===== src/rtl/seq_mult_unit.sv =====
// Multi-cycle shift-and-add multiplier: one partial-product add per clock through
// a chain of 4-bit carry-lookahead adders, then a sign-fix cycle before done.

module cla4bit (
  input  logic [3:0] a_i,
  input  logic [3:0] b_i,
  input  logic       c_i,
  output logic [3:0] s_o,
  output logic       c_o
);
  logic [3:0] p;
  logic [3:0] g;
  logic [3:0] c;

  assign p = a_i ^ b_i;
  assign g = a_i & b_i;

  assign c[0] = c_i;
  assign c[1] = g[0] | (p[0] & c_i);
  assign c[2] = g[1] | (p[1] & g[0]) | (p[1] & p[0] & c_i);
  assign c[3] = g[2] | (p[2] & g[1]) | (p[2] & p[1] & g[0]) | (p[2] & p[1] & p[0] & c_i);
  assign c_o  = g[3] | (p[3] & g[2]) | (p[3] & p[2] & g[1]) | (p[3] & p[2] & p[1] & g[0])
              | (p[3] & p[2] & p[1] & p[0] & c_i);

  assign s_o = p ^ c;
endmodule

module seq_mult_unit #(
  parameter int WIDTH = 32
) (
  input  logic             clk,
  input  logic             rst_n,
  input  logic             start,
  input  logic             signed_op,
  input  logic [WIDTH-1:0] in1,
  input  logic [WIDTH-1:0] in2,
  output logic             busy,
  output logic             done,
  output logic [WIDTH-1:0] product_hi,
  output logic [WIDTH-1:0] product_lo
);
  localparam int CW = $clog2(WIDTH + 1);
  localparam int NC = WIDTH / 4;

  typedef enum logic [1:0] {IDLE, CALC, FIX} state_e;

  state_e             state_q, state_d;
  logic [WIDTH-1:0]   m_q, m_d;
  logic [WIDTH-1:0]   q_q, q_d;
  // The top bit of the WIDTH+1-bit accumulator is always 0 after each shift, so only
  // the low WIDTH bits are stored; the adder carry supplies bit WIDTH of each sum.
  logic [WIDTH-1:0]   a_q, a_d;
  logic [CW-1:0]      cnt_q, cnt_d;
  logic               neg_q, neg_d;
  logic               busy_q, busy_d;
  logic               done_q, done_d;
  logic [WIDTH-1:0]   hi_q, hi_d;
  logic [WIDTH-1:0]   lo_q, lo_d;

  logic [WIDTH-1:0]   abs1, abs2;
  logic [WIDTH-1:0]   cla_sum;
  logic [NC:0]        carry;
  logic [WIDTH:0]     s;
  logic [2*WIDTH-1:0] p_full;
  logic [2*WIDTH-1:0] p_neg;

  // Most negative operand maps to 2^(WIDTH-1), which is still correct as unsigned.
  assign abs1 = (signed_op && in1[WIDTH-1]) ? (~in1 + WIDTH'(1)) : in1;
  assign abs2 = (signed_op && in2[WIDTH-1]) ? (~in2 + WIDTH'(1)) : in2;

  assign carry[0] = 1'b0;
  for (genvar i = 0; i < NC; i++) begin : g_cla
    cla4bit u_cla (
      .a_i (a_q[4*i +: 4]),
      .b_i (m_q[4*i +: 4]),
      .c_i (carry[i]),
      .s_o (cla_sum[4*i +: 4]),
      .c_o (carry[i+1])
    );
  end

  assign s      = q_q[0] ? {carry[NC], cla_sum} : {1'b0, a_q};
  assign p_full = {a_q, q_q};
  assign p_neg  = ~p_full + (2*WIDTH)'(1);

  // NOTE: every next-state signal gets its hold value first so no path through the
  // case statement leaves one unassigned, which would otherwise infer a latch.
  always_comb begin
    state_d = state_q;
    m_d     = m_q;
    q_d     = q_q;
    a_d     = a_q;
    cnt_d   = cnt_q;
    neg_d   = neg_q;
    busy_d  = busy_q;
    done_d  = 1'b0;
    hi_d    = hi_q;
    lo_d    = lo_q;
    unique case (state_q)
      IDLE: begin
        if (start) begin
          m_d     = abs1;
          q_d     = abs2;
          a_d     = '0;
          cnt_d   = CW'(WIDTH);
          neg_d   = signed_op & (in1[WIDTH-1] ^ in2[WIDTH-1]);
          busy_d  = 1'b1;
          state_d = CALC;
        end
      end
      CALC: begin
        a_d   = s[WIDTH:1];
        q_d   = {s[0], q_q[WIDTH-1:1]};
        cnt_d = cnt_q - CW'(1);
        if (cnt_q == CW'(1)) state_d = FIX;
      end
      FIX: begin
        {hi_d, lo_d} = neg_q ? p_neg : p_full;
        busy_d  = 1'b0;
        done_d  = 1'b1;
        state_d = IDLE;
      end
      default: state_d = IDLE;
    endcase
  end

  // NOTE: state registers use non-blocking assignments so every flop samples the
  // values from before this edge, independent of statement order.
  always_ff @(posedge clk or negedge rst_n) begin
    if (!rst_n) begin
      state_q <= IDLE;
      m_q     <= '0;
      q_q     <= '0;
      a_q     <= '0;
      cnt_q   <= '0;
      neg_q   <= 1'b0;
      busy_q  <= 1'b0;
      done_q  <= 1'b0;
      hi_q    <= '0;
      lo_q    <= '0;
    end else begin
      state_q <= state_d;
      m_q     <= m_d;
      q_q     <= q_d;
      a_q     <= a_d;
      cnt_q   <= cnt_d;
      neg_q   <= neg_d;
      busy_q  <= busy_d;
      done_q  <= done_d;
      hi_q    <= hi_d;
      lo_q    <= lo_d;
    end
  end

  assign busy       = busy_q;
  assign done       = done_q;
  assign product_hi = hi_q;
  assign product_lo = lo_q;
endmodule


===== config.mk =====
export PLATFORM = sky130hd
export DESIGN_NAME = seq_mult_unit
export DESIGN_NICKNAME = d
export VERILOG_FILES = /design/src/rtl/seq_mult_unit.sv
export SDC_FILE = /design/constraint.sdc
export NUM_CORES = 1
export LEC_CHECK = 0
export BUFFER_PORTS_ARGS = -buffer_cell sky130_fd_sc_hd__buf_2
export CELL_PAD_IN_SITES_DETAIL_PLACEMENT = 0
export CELL_PAD_IN_SITES_GLOBAL_PLACEMENT = 1
export CORE_ASPECT_RATIO = 0.75
export CORE_UTILIZATION = 49
export DETAILED_ROUTE_END_ITERATION = 7
export HOLD_SLACK_MARGIN = 0.08
export PLACE_DENSITY_LB_ADDON = 0.1
export SLEW_MARGIN = 20
export SYNTH_ARGS = -nofsm -noshare
export SYNTH_HDL_FRONTEND = slang
export SYNTH_HIERARCHICAL = 1
export SYNTH_SLANG_ARGS = --single-unit

===== constraint.sdc =====
create_clock -name clk -period 9.95 [get_ports clk]
set_input_delay 0.995 -clock clk [delete_from_list [all_inputs] [get_ports clk]]
set_output_delay 0.995 -clock clk [all_outputs]
set_load 0.05 [all_outputs]

==> flow_metrics.py, run 1 <==
metrics = {
    "run_status": {
        "status": "completed",
    },
    "hold_path": {
        "hold_path_class": "flop to flop",
        "min_to": "product_hi[26]",
        "worstHoldStart": "product_hi[26]",
        "min_path_cells": 2,
    },
    "logic_synthesis": {
        "seq_area_frac_synth_pct": 39.8,
        "ys_async_sr_fraction_pct": 100,
        "synth_area_sq_mm": 0.0107,
        "ys_seq_elements": 171,
        "synthCells": 1187,
        "syn_area_per_cell_sq_um": 9.05,
        "synth_cell_type_count": 59,
        "synth_edf_count": 0,
        "yosysWarnings": 6,
        "synth_ff_type": "dfrtp_1",
    },
    "sta": {
        "finClkSkew_ns": 0.0144,
        "rsz0062_at_grt": "no",
        "setup_tns_ns": 0,
        "max_freq_mhz": 167,
        "finalSetupViolCount": 0,
        "max_slew_margin_pct": 26.6,
        "finalMaxSlewViolations": 0,
        "worst_slew_pin_slew_ns": 1.10,
        "final.period_utilization_pct": 60.3,
        "finalHoldViolCount": 0,
        "fin_crit_ns": 6.00,
    },
    "detailed_routing": {
        "drtAntennaViolNets": 0,
        "routed_wl_mm": 28.6,
        "dr_total_vias": 9035,
        "drt_pass1_iterations": 5,
        "avgRoutedWirePerCell_um": 18.1,
        "via_per_inst": 5.72,
        "route.detailed.drc": 0,
        "dr.first_iter.drc_count": 716,
    },
    "clocking": {
        "clockBufferDepth": 2,
        "htreeDepth": 4,
        "cts_hold_buffers": 0,
        "cts_resized": 0,
        "tritoncts": "done",
        "clockRootBuffer": "clkbuf_16",
        "clock_latency_ns": 0.45,
        "clock-sinks": 171,
        "clk_pin_slew_ns": 0.08,
        "postCtsSetupRepairBufs": 0,
        "cts_made_buffers": 17,
    },
    "floorplan": {
        "fp-row-count": 46,
        "start_util_pct": 50.4,
        "dieArea_sq_mm": 0.0225,
        "io_pins": 134,
        "fp.coreArea_sq_mm": 0.0213,
        "die_y_um": 130,
        "die_x_um": 173,
    },
    "power_and_ir_drop": {
        "p_leak_nw": 5.52,
        "power_density_mw_per_mm2": 320,
        "finalPower_mw": 3.91,
        "irDropWorstVdd_uv": 166,
    },
    "final_layout": {
        "layout_commonest_cell": "o21ai_0",
        "syn_to_final_growth_pct": 13.6,
        "antenna_cells": 0,
        "fillCellCount": 1934,
        "fin_util_pct": 57.3,
        "final_cell_mix": "o21ai_0, dfrtp_1, buf_2, nand2_1, xor2_1",
        "finalNetCount": 1392,
        "fin_area_sq_mm": 0.0122,
        "drive_above_1_share_pct": 15.7,
    },
    "worst_setup_path": {
        "cp.required_ns": 10.25,
        "worst-r2r-setup-slack_ns": 3.95,
        "cpMostUsedCell": "a21o_1",
        "cp.arrival_ns": 6.30,
        "endpoint_kind": "flop",
        "r2r_end": "a_q[30]",
        "path_max_fanout": 7,
        "cpMaxStageDelayCell": "dfrtp_1",
        "r2r_start": "a_q[2]",
        "slowest_delay_ns": 0.47,
        "r2r.worst_path.cells": 27,
        "startpoint_type": "flop",
        "critPathKind": "flop to flop",
    },
    "placed_design": {
        "place_area_sq_mm": 0.0116,
        "place_congestion": 0.828,
        "port_buffers": 133,
        "place_hpwl_mm": 20.9,
    },
    "global_route": {
        "grt_overflow_total": 0,
        "antenna_found_initial": 0,
        "grt_pass1_wl_mm": 46.1,
        "grt_pass1_vias": 8030,
        "grtUsageTotal_pct": 26.3,
        "grt_max_degree": 124,
    },
    "job": {
        "maxCapViolCount": 0,
    },
}
==> area by class of cell <==
class,count,area [sq um],area share (%)
clock buffer,17,425,3.49
clock inverter,15,193,1.58
inverter,45,169,1.38
multi-input combinational,905,6060,49.6
sequential,171,4280,35.1
tap,288,360,2.95
timing repair buffer,139,717,5.87
==> sequential cells by signal (all words and copies together), names as in the netlist, 2 cells and up <==
| name | count |
|---|---|
| a_q | 32 |
| m_q | 32 |
| product_hi | 32 |
| product_lo | 32 |
| q_q | 32 |
| cnt_q | 6 |
| state_q | 2 |
==> cells in the mapped netlist, types with 15 or more instances <==
cell type	count	area, sq um
xnor2_1	40	350
mux2i_1	41	410
xor2_1	91	797
o21ai_0	181	906
dfrtp_1	171	4280
nor2_1	49	184
a21o_1	24	180
ha_1	37	463
nor3_1	19	95.1
or4_1	24	180
nand3_1	43	215
or3_1	15	93.8
o31ai_1	24	180
a21oi_1	39	195
inv_1	44	165
nand2_1	131	492
clkbuf_1	53	199
==> kinds of logic (layout without fill, tap and decap cells) <==
| kind of cell | Yosys count | count (layout) | synth area share (%) |
|---|---|---|---|
| compound gates | 346 | 346 | 19.6 |
| xor+xnor | 131 | 131 | 10.7 |
| fa+ha+maj | 45 | 45 | 5.80 |
| buf+inv | 112 | 216 | 4.02 |
| flops | 171 | 171 | 39.8 |
| mux | 42 | 42 | 3.93 |
| other cells | 1 | 2 | 0.0349 |
| simple gates | 339 | 339 | 16.1 |
==> report_power, final <==
| group | total (mW) | switching (mW) | internal [mW] |
|---|---|---|---|
| Sequential | 1.41 | 0.454 | 0.961 |
| Combinational | 1.80 | 1.07 | 0.731 |
| Clock | 0.687 | 0.343 | 0.344 |
==> worst max-delay path: cells and delay by family (launching register included) <==
kind / cells / cell delay (ns)
adders and majority gates: 1 / 0.37
DFF: 1 / 0.47
xor gates and xnor gates: 1 / 0.14
AOI/OAI and AO/OA: 24 / 4.74
muxes: 1 / 0.12
==> worst max path at each step <==
stage / from / to / slack [ns] / cells after the start
after floorplan: a_q[2] / a_q[30] / 4.40 / 27
after detailed placement: a_q[2] / a_q[30] / 3.99 / 27
after global routing: a_q[2] / a_q[30] / 3.58 / 27
final: a_q[2] / a_q[30] / 3.95 / 27
after global placement: a_q[2] / a_q[30] / 4.08 / 27
after CTS: a_q[2] / a_q[30] / 3.96 / 27
==> metrics by stage <==
step	hold WS [ns]	worst slack [ns]	cells
final	0.475	3.95	1580
after global routing	0.508	3.58	1580
after CTS	0.479	3.96	1580
after detailed placement	0.465	3.99	1548
after global placement	0.455	4.08	1548
after floorplan	0.443	4.40	1188
==> metal layers <==
metal	global-route usage, %	wire [um]
met2	33.4	10500
met5	0	0
met1	43.8	16100
met3	5.80	1850
met4	5.00	198
No activity file was read; power rests on OpenSTA's default activity.
==> inputs of run 2 (changes only) <==
CORE_UTILIZATION = 41   (was 49)
clock period = 5 ns   (was 9.95 ns; I/O delays follow)
==> run 2 against run 1 <==
Compared with the run above:
- the flow now finishes with violations (negative setup slack)
- flip-flop and latch count is the same
- via count about the same
- sequential share of layout area down 0.89 points
- power rose by 110%
- largest cell class unchanged
==> flow_metrics.py, run 2 (synthesis results as in run 1) <==
metrics = {
    "worst_setup_path": {
        "r2r_start": "m_q[2]",
        "cp.arrival_ns": 5.62,
        "path_max_fanout": 2,
        "cp.required_ns": 5.30,
        "slowest_delay_ns": 0.42,
        "crit_path_start": "m_q[2]",
        "startpoint_type": "flop",
        "cpMostUsedCell": "a21o_1",
        "endpoint_kind": "flop",
        "critPathKind": "flop to flop",
        "cpMaxStageDelayCell": "dfrtp_1",
    },
    "global_route": {
        "antenna_found_initial": 0,
        "grt_max_degree": 124,
        "grt_overflow_total": 0,
        "grt_pass1_wl_mm": 48.1,
        "grt_pass1_vias": 8221,
        "grtUsageTotal_pct": 23.1,
    },
    "sta": {
        "hold_ws_ns": 0.135,
        "setup_tns_ns": -1.24,
        "fin_crit_ns": 5.32,
        "worst_slew_pin_slew_ns": 1.06,
        "max_slew_margin_pct": 28.8,
        "finClkSkew_ns": 0.0102,
        "setup_ws_ns": -0.322,
        "rsz0062_at_grt": "yes",
        "finalSetupViolCount": 5,
        "finalMaxSlewViolations": 0,
        "final.period_utilization_pct": 106,
        "finalHoldViolCount": 0,
        "max_freq_mhz": 188,
    },
    "floorplan": {
        "die_x_um": 189,
        "start_util_pct": 42.4,
        "die_y_um": 142,
        "fp.coreArea_sq_mm": 0.0253,
        "fp-row-count": 50,
        "dieArea_sq_mm": 0.0269,
        "io_pins": 134,
    },
    "final_layout": {
        "layout_commonest_cell": "o21ai_0",
        "syn_to_final_growth_pct": 16.6,
        "fin_area_sq_mm": 0.0125,
        "fillCellCount": 2497,
        "drive_above_1_share_pct": 18.1,
        "final_cell_mix": "o21ai_0, dfrtp_1, buf_2, nand2_1, xor2_1",
        "finalNetCount": 1428,
    },
    "detailed_routing": {
        "route.detailed.drc": 0,
        "routed_wl_mm": 30.3,
        "dr_total_vias": 9044,
        "drtAntennaViolNets": 0,
        "via_per_inst": 5.42,
        "avgRoutedWirePerCell_um": 18.1,
        "dr.first_iter.drc_count": 579,
        "drt_pass1_iterations": 5,
    },
    "clocking": {
        "clk_pin_slew_ns": 0.07,
        "cts_made_buffers": 17,
        "tritoncts": "done",
        "clockBufferDepth": 2,
        "htreeDepth": 4,
        "clock-sinks": 171,
        "clock_latency_ns": 0.43,
        "clockRootBuffer": "clkbuf_16",
    },
    "power_and_ir_drop": {
        "finalPower_mw": 8.04,
        "p_leak_nw": 5.69,
        "irDropWorstVdd_uv": 308,
        "power_density_mw_per_mm2": 642,
    },
    "placed_design": {
        "port_buffers": 133,
        "dp_slack_ns": -0.289,
        "place_congestion": 0.870,
        "place_hpwl_mm": 22.3,
        "place_area_sq_mm": 0.0118,
    },
    "run_status": {
        "status": "finished with violations",
        "failed_checks": "negative setup slack",
    },
    "job": {
        "maxCapViolCount": 0,
    },
    "hold_path": {
        "hold_path_class": "input port to async pin",
    },
}
run 2: metrics by stage:
step	utilization [%]	std cells
5_1_grt	49.4	1666
3_3_place_gp	46.6	1619
2_1_floorplan	-	1188
4_1_cts	49.2	1661
3_5_place_dp	46.6	1619
6_report	49.5	1669
run 2: repair_timing:
item                       in CTS  in global routing
hold buffers                    0                  0
resized for setup               1                  2
setup endpoints to repair       5                  8
pin swaps                       0                  1
setup buffers                  10                  5
run 2: metal layers:
metal	global-route usage [%]	wire length (um)	vias to the layer above
met1	39.4	17200	4308
met5	0	0	-
met3	4.41	1590	20
met2	28.4	11200	202
li1	-	-	4514
met4	4.97	318	0
run 2: cell type report:
cell class / count / area [sq um] / share of cell area, %
clock inverters: 12 / 138 / 1.10
repair buffers: 175 / 987 / 7.88
well taps: 338 / 423 / 3.38
inverters: 45 / 169 / 1.35
diodes: 3 / 7.51 / 0.0599
multi-input cells: 905 / 6070 / 48.5
clock buffers: 20 / 447 / 3.57
flip-flops and latches: 171 / 4280 / 34.2
run 2: report_power, final:
group          internal (mW)  switching [mW]  leakage (nW)
Sequential              1.92           0.741          2.20
Combinational           1.66            2.37          3.21
Clock                  0.756           0.595         0.282
run 2: final timing paths:
check	depth (start not counted)	slack (ns)	to
min in group clk	3	0.36	m_q[1]
max in group asynchronous	2	3.66	a_q[2]
worst min-delay path	1	0.14	product_lo[11]
worst max-delay path	27	-0.32	a_q[30]
worst min register to register	1	0.47	cnt_q[5]
worst max register to register	27	-0.32	a_q[30]
run 2: critical path: cells and delay by family (launching register included):
kind | cells | cell delay, ns
multiplexers | 1 | 0.15
AO/OA/AOI/OAI | 24 | 4.22
flip-flops | 1 | 0.42
XOR/XNOR | 1 | 0.14
adder cells (fa/ha/maj) | 1 | 0.26
